<file path="config.mk">
export PLATFORM = sky130hd
export DESIGN_NAME = imem_load_ctrl
export DESIGN_NICKNAME = d
export VERILOG_FILES = /design/src/rtl/imem_load_ctrl_pkg.sv /design/src/rtl/imem_load_ctrl_assembler.sv /design/src/rtl/imem_load_ctrl.sv
export SDC_FILE = /design/constraint.sdc
export NUM_CORES = 1
export LEC_CHECK = 0
export CAP_MARGIN = 20
export CORE_ASPECT_RATIO = 0.7
export CORE_MARGIN = 3
export CORE_UTILIZATION = 40
export DETAILED_ROUTE_END_ITERATION = 16
export HOLD_SLACK_MARGIN = 0.08
export PLACE_DENSITY = 0.73
export SKIP_CTS_REPAIR_TIMING = 1
export SYNTH_ARGS = -nofsm -noshare
export SYNTH_HDL_FRONTEND = slang
export SYNTH_SLANG_ARGS = --single-unit
</file>
<file path="constraint.sdc">
create_clock -name i_clk -period 2.9 [get_ports i_clk]
set_input_delay 0.87 -clock i_clk [delete_from_list [all_inputs] [get_ports i_clk]]
set_output_delay 0.87 -clock i_clk [all_outputs]
set_load 0.05 [all_outputs]
</file>
<file path="src/rtl/imem_load_ctrl_pkg.sv">
// rtl/imem_load_ctrl_pkg.sv - shared state encoding and constants for the instruction-memory loader
package imem_load_ctrl_pkg;

    typedef enum logic [2:0] {
        ST_LOAD  = 3'd0,
        ST_READY = 3'd1,
        ST_RUN   = 3'd2,
        ST_STEP  = 3'd3,
        ST_DONE  = 3'd4
    } state_t;

    localparam logic [31:0] DEFAULT_HALT_WORD = 32'hFFFF_FFFF;

endpackage

</file>
<file path="src/rtl/imem_load_ctrl_assembler.sv">
// rtl/imem_load_ctrl_assembler.sv - little-endian byte-to-word assembler with a one-cycle word-ready strobe
module byte_word_assembler (
    input  logic        clk,
    input  logic        rst_n,
    input  logic        clear,
    input  logic        enable,
    input  logic        byte_valid,
    input  logic [7:0]  byte_data,
    output logic [31:0] word_data,
    output logic        word_ready
);

    logic [1:0] lane;
    logic       accept;

    assign accept = enable && byte_valid && !clear;

    // Bytes shift in from the top, so after four the first byte sits in bits 7:0.
    always_ff @(posedge clk or negedge rst_n) begin
        if (!rst_n) begin
            lane       <= 2'd0;
            word_data  <= 32'd0;
            word_ready <= 1'b0;
        end else begin
            word_ready <= accept && (lane == 2'd3);
            if (clear) begin
                lane <= 2'd0;
            end else if (accept) begin
                lane      <= lane + 2'd1;
                word_data <= {byte_data, word_data[31:8]};
            end
        end
    end

endmodule

</file>
<file path="src/rtl/imem_load_ctrl.sv">
// rtl/imem_load_ctrl.sv - program loader and run/step/halt sequencer for the instruction memory
module imem_load_ctrl
    import imem_load_ctrl_pkg::*;
#(
    parameter int          ADDR_W    = 8,
    parameter logic [31:0] HALT_WORD = DEFAULT_HALT_WORD
) (
    input  logic              i_clk,
    input  logic              i_reset_n,
    input  logic              i_rx_valid,
    input  logic [7:0]        i_rx_data,
    input  logic              i_start,
    input  logic              i_mode,
    input  logic              i_step,
    input  logic              i_halt,
    input  logic              i_clear,
    output logic              o_mem_we,
    output logic [ADDR_W-1:0] o_mem_addr,
    output logic [31:0]       o_mem_wdata,
    output logic              o_pc_enable,
    output logic [2:0]        o_state,
    output logic [ADDR_W:0]   o_word_count,
    output logic              o_done,
    output logic              o_overflow
);

    localparam logic [ADDR_W-1:0] LAST_ADDR = '1;
    localparam logic [ADDR_W-1:0] PTR_ONE   = {{(ADDR_W-1){1'b0}}, 1'b1};
    localparam logic [ADDR_W:0]   CNT_ONE   = {{ADDR_W{1'b0}}, 1'b1};

    state_t            state;
    logic [ADDR_W-1:0] ptr;
    logic              step_q;
    logic              step_edge;
    logic              word_ready;
    logic [31:0]       word_data;

    byte_word_assembler u_assembler (
        .clk        (i_clk),
        .rst_n      (i_reset_n),
        .clear      (i_clear),
        .enable     (state == ST_LOAD),
        .byte_valid (i_rx_valid),
        .byte_data  (i_rx_data),
        .word_data  (word_data),
        .word_ready (word_ready)
    );

    assign step_edge   = i_step && !step_q;
    assign o_mem_we    = word_ready;
    assign o_mem_addr  = ptr;
    assign o_mem_wdata = word_data;
    assign o_state     = state;
    assign o_done      = (state == ST_DONE);

    always_ff @(posedge i_clk or negedge i_reset_n) begin
        if (!i_reset_n) begin
            state        <= ST_LOAD;
            ptr          <= '0;
            o_word_count <= '0;
            o_overflow   <= 1'b0;
            o_pc_enable  <= 1'b0;
            step_q       <= 1'b0;
        end else begin
            step_q      <= i_step;
            o_pc_enable <= 1'b0;
            if (i_clear) begin
                state        <= ST_LOAD;
                ptr          <= '0;
                o_word_count <= '0;
                o_overflow   <= 1'b0;
            end else begin
                case (state)
                    ST_LOAD: begin
                        // A write is on the bus this cycle; retire it and decide whether loading ends.
                        if (word_ready) begin
                            o_word_count <= o_word_count + CNT_ONE;
                            if (ptr != LAST_ADDR) begin
                                ptr <= ptr + PTR_ONE;
                            end
                            if (word_data == HALT_WORD) begin
                                state <= ST_READY;
                            end else if (ptr == LAST_ADDR) begin
                                o_overflow <= 1'b1;
                                state      <= ST_READY;
                            end
                        end
                    end
                    ST_READY: begin
                        if (i_start) begin
                            state       <= i_mode ? ST_STEP : ST_RUN;
                            o_pc_enable <= !i_mode;
                        end
                    end
                    ST_RUN: begin
                        if (i_halt) begin
                            state <= ST_DONE;
                        end else begin
                            o_pc_enable <= 1'b1;
                        end
                    end
                    ST_STEP: begin
                        // Halt beats a coincident step edge.
                        if (i_halt) begin
                            state <= ST_DONE;
                        end else begin
                            o_pc_enable <= step_edge;
                        end
                    end
                    ST_DONE: begin
                        state <= ST_DONE;
                    end
                    default: begin
                        state <= ST_LOAD;
                    end
                endcase
            end
        end
    end

endmodule

</file>
==> flow_summary.json <==
{
  "cts.sinks": 58,
  "yosysMostFrequentCell": "dfrtp_1",
  "synth_top_area_cell": "dfrtp_1",
  "die_width_um": 105,
  "die_area_sq_mm": 0.00791,
  "grt_overflow_total": 0,
  "path_depth": 1,
  "cp.required_ns": 2.03,
  "critPathMaxStageDelay_ns": 0.91,
  "syn_nets": 220,
  "cts_buffer_depth": 2,
  "final_cells": 380,
  "crit_fanout": 9,
  "crit_buf_inv": 1,
  "hpwl_um": 4380,
  "worstSetupEndpoint": "o_state[0]",
  "finalSetupTns_ns": 0,
  "hp-class": "in2async",
  "worstSetupPathType": "reg2out",
  "drtPass1Iterations": 4,
  "worst_pin_slew_ns": 0.566,
  "antenna_cells": 0,
  "place_area_sq_mm": 0.00354,
  "fin_crit_ns": 2.72,
  "cp_slowest_cell": "clkdlybuf4s50_1",
  "r2r_cells": 5,
  "r2r-start": "o_state[1]",
  "setup_violations": 0,
  "slew_headroom_pct": 62.3,
  "start_util_pct": 42.7,
  "final-max-slew-violation-count": 0,
  "ir_drop_v": 0.000306,
  "postRouteAntennaNets": 0,
  "fin_hold_ws_ns": 0.533,
  "rr_endpoint": "u_assembler.word_data[9]",
  "gp_congestion": 0.803,
  "cpLargestDelayFamily": "buffers and inverters",
  "io_buffers": 71,
  "synth_common_cells": "dfrtp_1, mux2_4, nor2_1",
  "dp.cells": 364,
  "grt_pass1_wl_um": 9520,
  "synthArstFlopShare_pct": 100,
  "finalNetCount": 303,
  "maxCapViolCount": 0,
  "remaining_drc_errors": 0,
  "rsz0062_at_grt": "false",
  "via_per_inst": 4.87,
  "area_delta_synth_final_pct": 36.9,
  "yosys-top-cells-area": "dfrtp_1, mux2_4, xor2_1",
  "yosysSeqAreaShare_pct": 52.9,
  "grt_start_max_net_pins": 37,
  "cts_root_buf": "clkbuf_8",
  "skew_ns": 0.00654,
  "cts_tree": "built",
  "ys_types": 35,
  "fp-row-count": 24,
  "power_density_mw_per_mm2": 781,
  "design_area_sq_mm": 0.00376,
  "drt-initial-drc-count": 67,
  "yosys_warnings": 0,
  "clock_insertion_delay_worst_skew_ns": 0.33,
  "cp-start-kind": "flip-flop",
  "drive_above_1_share_pct": 22.1,
  "synth_edf_count": 0,
  "syn_area_sq_mm": 0.00274,
  "antenna_found_initial": 0,
  "synth-seq-cells": 58,
  "core-area_sq_mm": 0.00643,
  "io_pins": 72,
  "fillers": 559,
  "cts-htree-levels": 3,
  "grtUsageTotal_pct": 15.5,
  "hold_viol": 0,
  "max_freq_mhz": 368,
  "syn_inst": 201,
  "dieHeight_um": 75.3,
  "ff_latch_area_sq_mm": 0.00145,
  "cp.arrival_ns": 1.85,
  "drt_wl_total_um": 5850,
  "crit_path_start": "o_state[0]",
  "fin_crit_sh_pct": 93.7,
  "synth_top_flop_cell": "dfrtp_1",
  "r2r_slack_ns": 1.05,
  "num_vias": 1852,
  "grt_pass1_vias": 1874,
  "leakagePower_nw": 1.66,
  "clkSlewWorstSetupHoldPaths_ns": 0.06,
  "path_cells": "clkdlybuf4s50_1",
  "cts_buffers": 9,
  "wl_per_cell_um": 15.4,
  "critPathCaptureType": "output port",
  "yosys.area.top_type_share_pct": 52.9,
  "synth.avg_cell_area_sq_um": 13.7,
  "multi_input_area_sq_mm": 0.00117,
  "status": "completed"
}
[cell usage in the layout, fill, tap and decap left out, types with 3 or more instances in the layout]
master	instances
mux2_4	30
clkbuf_8	10
and2_1	4
ha_1	3
nor2_1	19
nand2_1	5
nand4_1	14
buf_4	9
mux2i_1	4
clkdlybuf4s50_1	69
mux2_2	3
dfrtp_1	58
a21oi_1	3
nor3_1	4
nor4_1	3
o21a_1	4
xor2_1	12
[flip-flops by register name, indices dropped and copies added, names as in the netlist]
| register | flops |
|---|---|
| o_mem_addr | 8 |
| u_assembler.word_ready | 1 |
| o_overflow | 1 |
| u_assembler.word_data | 32 |
| step_q | 1 |
| o_pc_enable | 1 |
| o_state | 3 |
| u_assembler.lane | 2 |
| o_word_count | 9 |
[through the flow]
stage,setup WS [ns],total power (W),util [%]
after floorplan,0.450,0.00178,-
after global placement,0.352,0.00214,55.0
after detailed placement,0.315,0.00216,55.0
after CTS,0.0356,0.00297,58.4
after global routing,0.128,0.00306,58.5
final,0.184,0.00294,58.5
[area by class of cell]
| class | instances | share of cell area (%) |
|---|---|---|
| Sequential cell | 58 | 38.6 |
| Multi-Input combinational cell | 132 | 31.1 |
| Timing Repair Buffer | 81 | 21.2 |
| Clock buffer | 11 | 3.76 |
| Tap cell | 91 | 3.03 |
| Clock inverter | 5 | 2.06 |
| Inverter | 2 | 0.200 |
[per-layer routing]
metal  global-route usage (%)  share of wire [%]  vias to the layer above
met4                     3.93               0.89                        0
met2                     23.1                 44                       54
met5                        0                  0                        -
met3                     6.10                6.9                        6
li1                         -                  -                      894
met1                     21.5                 48                      898
[where the power goes]
| part | leakage [nW] | internal (W) | switching (W) | total [W] |
|---|---|---|---|---|
| clock network | 0.109 | 0.000504 | 0.000296 | 0.000800 |
| registers | 0.739 | 0.000946 | 0.000155 | 0.00110 |
| logic | 0.807 | 0.000423 | 0.000611 | 0.00103 |
| total | 1.66 | 0.00187 | 0.00106 | 0.00294 |
[worst min path at each step]
| stage | depth (start not counted) | end | start | slack (ns) |
|---|---|---|---|---|
| detailed placement | 2 | u_assembler.lane[1] | u_assembler.lane[1] | 0.52 |
| finish | 1 | o_word_count[6] | i_reset_n | 0.53 |
| global placement | 1 | o_overflow | o_overflow | 0.50 |
| global route | 1 | o_overflow | i_reset_n | 0.54 |
| floorplan | 2 | u_assembler.lane[1] | u_assembler.lane[1] | 0.49 |
| CTS | 1 | o_mem_addr[5] | i_reset_n | 0.54 |
[cell families after synthesis]
logic type	Yosys count	share of synthesized area [%]
multiplexers	37	19.1
buffers and inverters	11	4.65
flip-flops	58	52.9
adder cells (fa/ha/maj)	3	1.37
AND/OR/NAND/NOR	64	13.9
XOR/XNOR	14	4.47
AO/OA/AOI/OAI	14	3.65
No activity file was read; power rests on OpenSTA's default activity.
